<file path="src/rtl/uart_tx_arbiter_pkg.sv">
// Shared definitions for the UART transmit arbiter: FSM encoding and a width helper.
package uart_tx_arbiter_pkg;

  typedef enum logic [2:0] {
    IDLE      = 3'd0,
    TRIG      = 3'd1,
    WAIT_BUSY = 3'd2,
    WAIT_DONE = 3'd3,
    GAP       = 3'd4
  } state_t;

  // Bits needed to hold values 0..value-1, never less than one bit.
  function automatic int clog2(input int value);
    int r;
    int v;
    r = 0;
    v = value - 1;
    while (v > 0) begin
      r = r + 1;
      v = v >> 1;
    end
    return (r == 0) ? 1 : r;
  endfunction

endpackage

</file>
<file path="src/rtl/uart_tx_arbiter_rr_arbiter.sv">
// Combinational round-robin pick: first active request at or after ptr, modulo N_REQ.
module uart_tx_arbiter_rr_arbiter
  import uart_tx_arbiter_pkg::*;
#(
  parameter int N_REQ = 4,
  parameter int IDW   = 2
) (
  input  logic [N_REQ-1:0] req,
  input  logic [IDW-1:0]   ptr,
  output logic [N_REQ-1:0] grant,
  output logic [IDW-1:0]   idx,
  output logic             any_req
);

  always_comb begin
    logic [IDW-1:0] k;
    grant   = '0;
    idx     = '0;
    any_req = 1'b0;
    k       = '0;
    // Explicit modulo keeps the scan correct for non-power-of-two N_REQ.
    for (int i = 0; i < N_REQ; i++) begin
      k = IDW'((int'(ptr) + i) % N_REQ);
      if (!any_req && req[k]) begin
        any_req = 1'b1;
        idx     = k;
      end
    end
    if (any_req) grant[idx] = 1'b1;
  end

endmodule

</file>
<file path="src/rtl/uart_tx_arbiter.sv">
// Shares one UART transmitter between N_REQ byte requesters with round-robin
// arbitration, frame tracking, busy-rise timeout and an inter-frame gap.
module uart_tx_arbiter
  import uart_tx_arbiter_pkg::*;
#(
  parameter int N_REQ        = 4,
  parameter int PAYLOAD_BITS = 8,
  parameter int GAP_CYCLES   = 2,
  parameter int BUSY_TIMEOUT = 16,
  parameter int IDW          = 2
) (
  input  logic                          clock,
  input  logic                          reset,
  input  logic [N_REQ-1:0]              io_i_req_valid,
  input  logic [N_REQ*PAYLOAD_BITS-1:0] io_i_req_data,
  output logic [N_REQ-1:0]              io_o_req_ready,
  output logic                          io_o_tx_trig,
  output logic [PAYLOAD_BITS-1:0]       io_o_tx_data,
  input  logic                          io_i_tx_busy,
  input  logic                          io_i_tx_done,
  output logic [IDW-1:0]                io_o_grant_id,
  output logic                          io_o_frame_done,
  output logic                          io_o_timeout,
  output logic                          io_o_active
);

  localparam int CNT_MAX = (GAP_CYCLES > BUSY_TIMEOUT) ? GAP_CYCLES : BUSY_TIMEOUT;
  localparam int CW      = clog2(CNT_MAX + 1);
  localparam logic [CW-1:0] BUSY_LAST = CW'(BUSY_TIMEOUT - 1);
  localparam logic [CW-1:0] GAP_LAST  = CW'((GAP_CYCLES > 0) ? GAP_CYCLES - 1 : 0);

  state_t                  state;
  logic [IDW-1:0]          rr_ptr;
  logic [CW-1:0]           cnt;
  logic                    busy_q;
  logic [N_REQ-1:0]        grant;
  logic [IDW-1:0]          win_idx;
  logic                    any_req;
  logic [PAYLOAD_BITS-1:0] win_data;
  logic                    accept;
  logic                    done_evt;
  logic                    busy_expired;

  uart_tx_arbiter_rr_arbiter #(
    .N_REQ(N_REQ),
    .IDW  (IDW)
  ) u_rr (
    .req    (io_i_req_valid),
    .ptr    (rr_ptr),
    .grant  (grant),
    .idx    (win_idx),
    .any_req(any_req)
  );

  always_comb begin
    win_data = '0;
    for (int k = 0; k < N_REQ; k++) begin
      if (win_idx == IDW'(k)) win_data = io_i_req_data[k*PAYLOAD_BITS +: PAYLOAD_BITS];
    end
  end

  // Handshake: a byte moves when valid[k] & ready[k]; ready is only ever raised
  // in IDLE with the transmitter idle, and only for the round-robin winner.
  assign accept         = !reset && (state == IDLE) && any_req && !io_i_tx_busy;
  assign io_o_req_ready = accept ? grant : '0;

  // A frame ends on tx_done or on busy falling; either way it is a single pulse.
  assign done_evt     = !reset && (state == WAIT_DONE) &&
                        (io_i_tx_done || (busy_q && !io_i_tx_busy));
  assign busy_expired = !reset && (state == WAIT_BUSY) && !io_i_tx_busy && (cnt == BUSY_LAST);
  assign io_o_frame_done = done_evt;
  assign io_o_timeout    = busy_expired;

  always_ff @(posedge clock) begin
    if (reset) begin
      state         <= IDLE;
      rr_ptr        <= '0;
      cnt           <= '0;
      busy_q        <= 1'b0;
      io_o_tx_trig  <= 1'b0;
      io_o_tx_data  <= '0;
      io_o_grant_id <= '0;
      io_o_active   <= 1'b0;
    end else begin
      busy_q       <= io_i_tx_busy;
      io_o_tx_trig <= 1'b0;
      case (state)
        IDLE: begin
          if (accept) begin
            io_o_tx_data  <= win_data;
            io_o_grant_id <= win_idx;
            rr_ptr        <= (win_idx == IDW'(N_REQ - 1)) ? '0 : win_idx + 1'b1;
            io_o_tx_trig  <= 1'b1;
            io_o_active   <= 1'b1;
            state         <= TRIG;
          end
        end
        TRIG: begin
          cnt   <= '0;
          state <= WAIT_BUSY;
        end
        WAIT_BUSY: begin
          if (io_i_tx_busy) begin
            state <= WAIT_DONE;
          end else if (busy_expired) begin
            cnt   <= '0;
            state <= GAP;
          end else begin
            cnt <= cnt + 1'b1;
          end
        end
        WAIT_DONE: begin
          if (done_evt) begin
            cnt   <= '0;
            state <= GAP;
          end
        end
        GAP: begin
          if (cnt == GAP_LAST) begin
            io_o_active <= 1'b0;
            state       <= IDLE;
          end else begin
            cnt <= cnt + 1'b1;
          end
        end
        default: state <= IDLE;
      endcase
    end
  end

endmodule

</file>
<file path="config.mk">
export PLATFORM = sky130hd
export DESIGN_NAME = uart_tx_arbiter
export DESIGN_NICKNAME = d
export VERILOG_FILES = /design/src/rtl/uart_tx_arbiter_pkg.sv /design/src/rtl/uart_tx_arbiter_rr_arbiter.sv /design/src/rtl/uart_tx_arbiter.sv
export SDC_FILE = /design/constraint.sdc
export NUM_CORES = 1
export LEC_CHECK = 0
export CORE_UTILIZATION = 45
export CTS_CLUSTER_SIZE = 40
export DETAILED_ROUTE_END_ITERATION = 12
export PLACE_DENSITY = 0.81
export RECOVER_POWER = 25
export SYNTH_ARGS = -nofsm -noshare
export SYNTH_HDL_FRONTEND = slang
export SYNTH_SLANG_ARGS = --single-unit
</file>
<file path="constraint.sdc">
create_clock -name clock -period 3.7 [get_ports clock]
set_input_delay 0.74 -clock clock [delete_from_list [all_inputs] [get_ports clock]]
set_output_delay 0.74 -clock clock [all_outputs]
set_load 0.05 [all_outputs]
</file>
==> results of run 1 <==
## critical path, delay by kind of cell
kind | cells | cell delay [ns]
buf+inv | 3 | 0.94
simple gates | 3 | 1.04
## area by class of cell
class | count | share of cell area [%]
clock buffer | 3 | 0.985
clock inverter | 1 | 0.219
inverter | 14 | 2.30
multi-input combinational | 145 | 44.8
sequential | 23 | 20.1
tap | 46 | 2.52
timing repair buffer | 62 | 29.0
## sequential cells by signal (all words and copies together), names as in the netlist
signal and count:
io_o_tx_trig 1, state 3, rr_ptr 2, io_o_grant_id 2, io_o_active 1, io_o_tx_data 8, busy_q 1, cnt 5
## per-layer routing
layer  GRT usage, %  part of all wire [%]  up-vias
li1               -                     -      826
met1           26.0                    43      705
met2           39.0                    47       57
met3           6.30                   7.8        6
met4           6.67                   1.5        0
met5              0                     0        -
## worst paths after layout
path,start,end,slack (ns),cells past startpoint
setup / recovery,io_i_req_valid[0],io_o_req_ready[2],0.24,6
hold / removal,io_o_grant_id[1]$_SDFFE_PP0P_,io_o_grant_id[1]$_SDFFE_PP0P_,0.46,2
setup reg to reg,rr_ptr[1]$_SDFFE_PP0P_,io_o_tx_data[2]$_SDFFE_PP0P_,1.21,9
hold reg to reg,io_o_grant_id[1]$_SDFFE_PP0P_,io_o_grant_id[1]$_SDFFE_PP0P_,0.46,2
## power by group
group          leakage (nW)  internal (W)  switching, W
Clock                0.0177     0.0000404     0.0000743
Sequential            0.188      0.000267     0.0000214
Combinational         0.634      0.000152      0.000172
## per-stage QoR
step | cells | utilization [%]
final | 294 | 68.0
after global routing | 294 | 68.0
after CTS | 294 | 67.9
after detailed placement | 290 | 67.1
after global placement | 290 | 67.1
after floorplan | 195 | -
## logic make-up (layout without fill, tap and decap cells)
group	Yosys count	after routing	synth area share, %
and+or+nand+nor	76	76	27.8
AOI/OAI and AO/OA	60	60	29.3
buffers and inverters	27	80	7.51
DFF	23	23	28.8
adders and majority gates	7	7	5.48
xor gates and xnor gates	1	1	0.548
muxes	1	1	0.626
## layout by cell type (no fill, tap or decap), types with 7 or more instances in the layout
| master | count |
|---|---|
| nand2_1 | 10 |
| inv_1 | 14 |
| nor2_1 | 13 |
| o31a_1 | 8 |
| a221oi_1 | 8 |
| a21oi_1 | 10 |
| dfxtp_1 | 23 |
| clkdlybuf4s50_1 | 50 |
| ha_1 | 7 |
| nor2b_1 | 20 |
| a211oi_1 | 13 |
==> results.json, run 1 <==
{
  "outcome": "finished clean",
  "finalInstanceArea_um2": 2290,
  "synth_cell_types": 46,
  "finalHoldViolCount": 0,
  "period_share_pct": 93.5,
  "syn_nets": 242,
  "postCtsHoldBufs": 0,
  "routed_wl_um": 3820,
  "cts_buffers": 3,
  "setup_violations": 0,
  "synth_area_leaders": "dfxtp_1 (29%), nor2b_1 (7.8%), a211oi_1 (6.1%)",
  "place.gp.congestion": 0.812,
  "grt_pass1_wl_um": 6350,
  "first_pass_iters": 4,
  "clockRootBuffer": "clkbuf_4",
  "ys_warn_count": 0,
  "cp_max_fo": 24,
  "powerDensity_nw_per_um2": 318,
  "ys.flop_type": "dfxtp_1",
  "hold-worst-slack_ns": 0.465,
  "layout-drive-gt1-share_pct": 10.1,
  "multi_input_area_um2": 1020,
  "synth_area_leader_cell": "dfxtp_1",
  "synth_edf_count": 0,
  "cts.sink_count": 23,
  "slew_headroom_pct": 30.6,
  "path_cells": "clkdlybuf4s50_1, or4_4, nand4b_4, inv_1, and2_1, buf_12",
  "ys_seq_area_share_pct": 28.8,
  "htreeDepth": 1,
  "grtUsageTotal_pct": 22.2,
  "layout.area.seq_um2": 460,
  "min_path_type": "flop to flop",
  "dieHeight_um": 61.6,
  "wire_per_inst_um": 13.0,
  "synthArstFlopShare_pct": 0,
  "num_vias": 1594,
  "ys_ff_latch": 23,
  "end_kind": "output port",
  "viasPerCell": 5.42,
  "dp_slack_ns": 0.167,
  "critPathLaunchType": "primary input",
  "grt_pass1_vias": 1483,
  "fill_cells": 286,
  "area_growth_syn_to_layout_pct": 43.0,
  "nNetsFinal": 296,
  "syn_inst": 195,
  "grt_overflow_total": 0,
  "postCtsResizedCells": 0,
  "post-route-min-period_ns": 3.46,
  "rsz0062_at_grt": "false",
  "crit_type": "primary input to output port",
  "port_buffers": 57,
  "clk_pin_slew_worst_paths_ns": 0.12,
  "fmax_ghz": 0.289,
  "critical_path_required_ns": 2.96,
  "grt_max_degree": 25,
  "place_area_um2": 2260,
  "io_pins": 58,
  "start_util_pct": 47.5,
  "worst_pin_slew_ns": 1.04,
  "die-area_um2": 3800,
  "slowest_stage": "or4_4",
  "synth_most_common_cell": "dfxtp_1",
  "finalMaxSlewViolations": 0,
  "core_um2": 3360,
  "antenna_found_initial": 0,
  "drc_errors": 0,
  "drt-initial-drc-count": 92,
  "die_x_um": 61.6,
  "avgSynthCellArea_um2": 8.20,
  "diodes": 0,
  "synth_area_um2": 1600,
  "cpPeakStageDelay_ns": 0.58,
  "synth_commonest_cells": "dfxtp_1 (23), nor2b_1 (20), a211oi_1 (13), inv_1 (13), nor2_1 (13)",
  "hpwlAfterDp_um": 2990,
  "p_total_w": 0.000728,
  "skew_ns": 0.00941,
  "cts_tree": "built",
  "cts_setup_buffers": 0,
  "leakagePower_nw": 0.839,
  "synth_top_area_share_pct": 28.8,
  "setup_slack_ns": 0.239,
  "cp.arrival_ns": 2.72,
  "cts_buffer_depth": 2,
  "postRouteAntennaNets": 0,
  "peakVddDrop_v": 0.000150,
  "cap_viol_max_count": 0,
  "rows": 21,
  "clk_latency_ns": 0.31,
  "finalSetupTns_ns": 0
}
No activity file was read; power rests on OpenSTA's default activity.
==> run 2, diff against run 1 <==
--- a/config.mk
+++ b/config.mk
@@ -5,11 +5,14 @@
 export SDC_FILE = /design/constraint.sdc
 export NUM_CORES = 1
 export LEC_CHECK = 0
+export CAP_MARGIN = 0
 export CORE_UTILIZATION = 45
 export CTS_CLUSTER_SIZE = 40
 export DETAILED_ROUTE_END_ITERATION = 12
 export PLACE_DENSITY = 0.81
 export RECOVER_POWER = 25
+export SKIP_CTS_REPAIR_TIMING = 1
 export SYNTH_ARGS = -nofsm -noshare
 export SYNTH_HDL_FRONTEND = slang
 export SYNTH_SLANG_ARGS = --single-unit
+export TNS_END_PERCENT = 5
==> results of run 2 <==
Same layout as run 1: the final DEF is identical, and so are final timing and power.
==> run 3, diff against run 2 <==
--- a/config.mk
+++ b/config.mk
@@ -5,6 +5,7 @@
 export SDC_FILE = /design/constraint.sdc
 export NUM_CORES = 1
 export LEC_CHECK = 0
+export ABC_CLOCK_PERIOD_IN_PS = 3700
 export CAP_MARGIN = 0
 export CORE_UTILIZATION = 45
 export CTS_CLUSTER_SIZE = 40
==> results of run 3 <==
Same layout as run 1: the final DEF is identical, and so are final timing and power.
==> edit (settings of run 3) <==
Set the parameter `GAP_CYCLES` to 4 (it was 2).
--- a/src/rtl/uart_tx_arbiter.sv
+++ b/src/rtl/uart_tx_arbiter.sv
@@ -7,3 +7,3 @@
   parameter int PAYLOAD_BITS = 8,
-  parameter int GAP_CYCLES   = 2,
+  parameter int GAP_CYCLES   = 4,
   parameter int BUSY_TIMEOUT = 16,
Function: no difference found for any inputs over 4 cycles, from zero or initial values and one cycle with reset high; that may be too few to reach the edited logic, so the function may still have changed.
==> edit against run 3 <==
Cell area fell by 3.9%; final cell count shrank 3.1%; synthesized cell count down 5.1%; via count decreased by 5.4%; area after synthesis down 4.1%; power increased by 52%; register-to-register slack hardly changed; routed wire length is 2.0% lower; sequential cell count stayed put; setup slack better by 120 ps; clock power grew 4%; critical endpoint is now io_o_req_ready[3]; largest cell class unchanged.
==> edit: results (changes against run 3) <==
largest fanout on the critical path 12 (-50%); status complete, no violations; actual slew at the worst max-slew pin 554.2 ps (-487.4 ps); multiplexer share of the synthesized area 3.265% (+2.6 points); vias in the first global route 1383 (-6.7%); GPL Wtd Cong 0.8313 (+2.4%); leak pwr 0.8220 nW (-2.1%); met3 Track Usage GR 2.985% (-3.3 points); share of cells above drive strength 1 12.03% (+2.0 points); CP Launch Point io_i_tx_busy; WL met3 168 um (-44%); crit path DAT 2600 ps (-120 ps); routed wire length 3746 um (-2.0%); Peak VDD IR 0.3168 mV (+110%); Switching Share 45.13% (+8.3 points); GRT Total Usage 22.23% (+0.063 points); placed cell count 281 (-3.1%); post-place setup slack 383.8 ps (+216.8 ps); Crit Reg-Reg Endpoint io_o_tx_data[3]; Synth Area in XOR/XNOR 0% (-0.55 points); # fillers 269 (-5.9%); Syn Nets 231 (-4.5%); Adder-Cell Fraction of Synth Area 4.898% (-0.58 points); complex-gate fraction of the synthesized area 28.41% (-0.86 points); DP HPWL 2919 um (-2.5%)
-- edit: cell count changes in the layout (fill, tap and decap cells not counted), sizes merged, moves of 4 or more --
cell and delta:
nor2b -10, o31a -7, dlygate4sd3 +5, inv -4
nand3 -6, clkdlybuf4s50 -5, a21oi +8, nor3 +8
mux2i +4, a211oi -4
-- edit: power groups by stage --
stage	Sequential, W	Combinational (W)	Clock, W
detailed placement	0.000355	0.000643	0
CTS	0.000350	0.000646	0.000128
global placement	0.000354	0.000638	0
floorplan	0.000426	0.000401	0
finish	0.000349	0.000634	0.000120
global route	0.000359	0.000696	0.000138
-- edit: layout make-up --
type                    count  share of cell area, %
clock buffers               3                  1.025
clock inverters             1                 0.2278
inverters                  10                  1.822
multi-input cells         140                  43.68
flip-flops and latches     23                  20.96
well taps                  44                  2.506
repair buffers             64                  29.78
-- edit: critical path, cell delays in order --
cell	delay [ps]
dlygate4sd3_1	620
nor4_4	200
o41ai_1	140
or2_0	350
inv_4	190
and2_1	210
buf_12	150
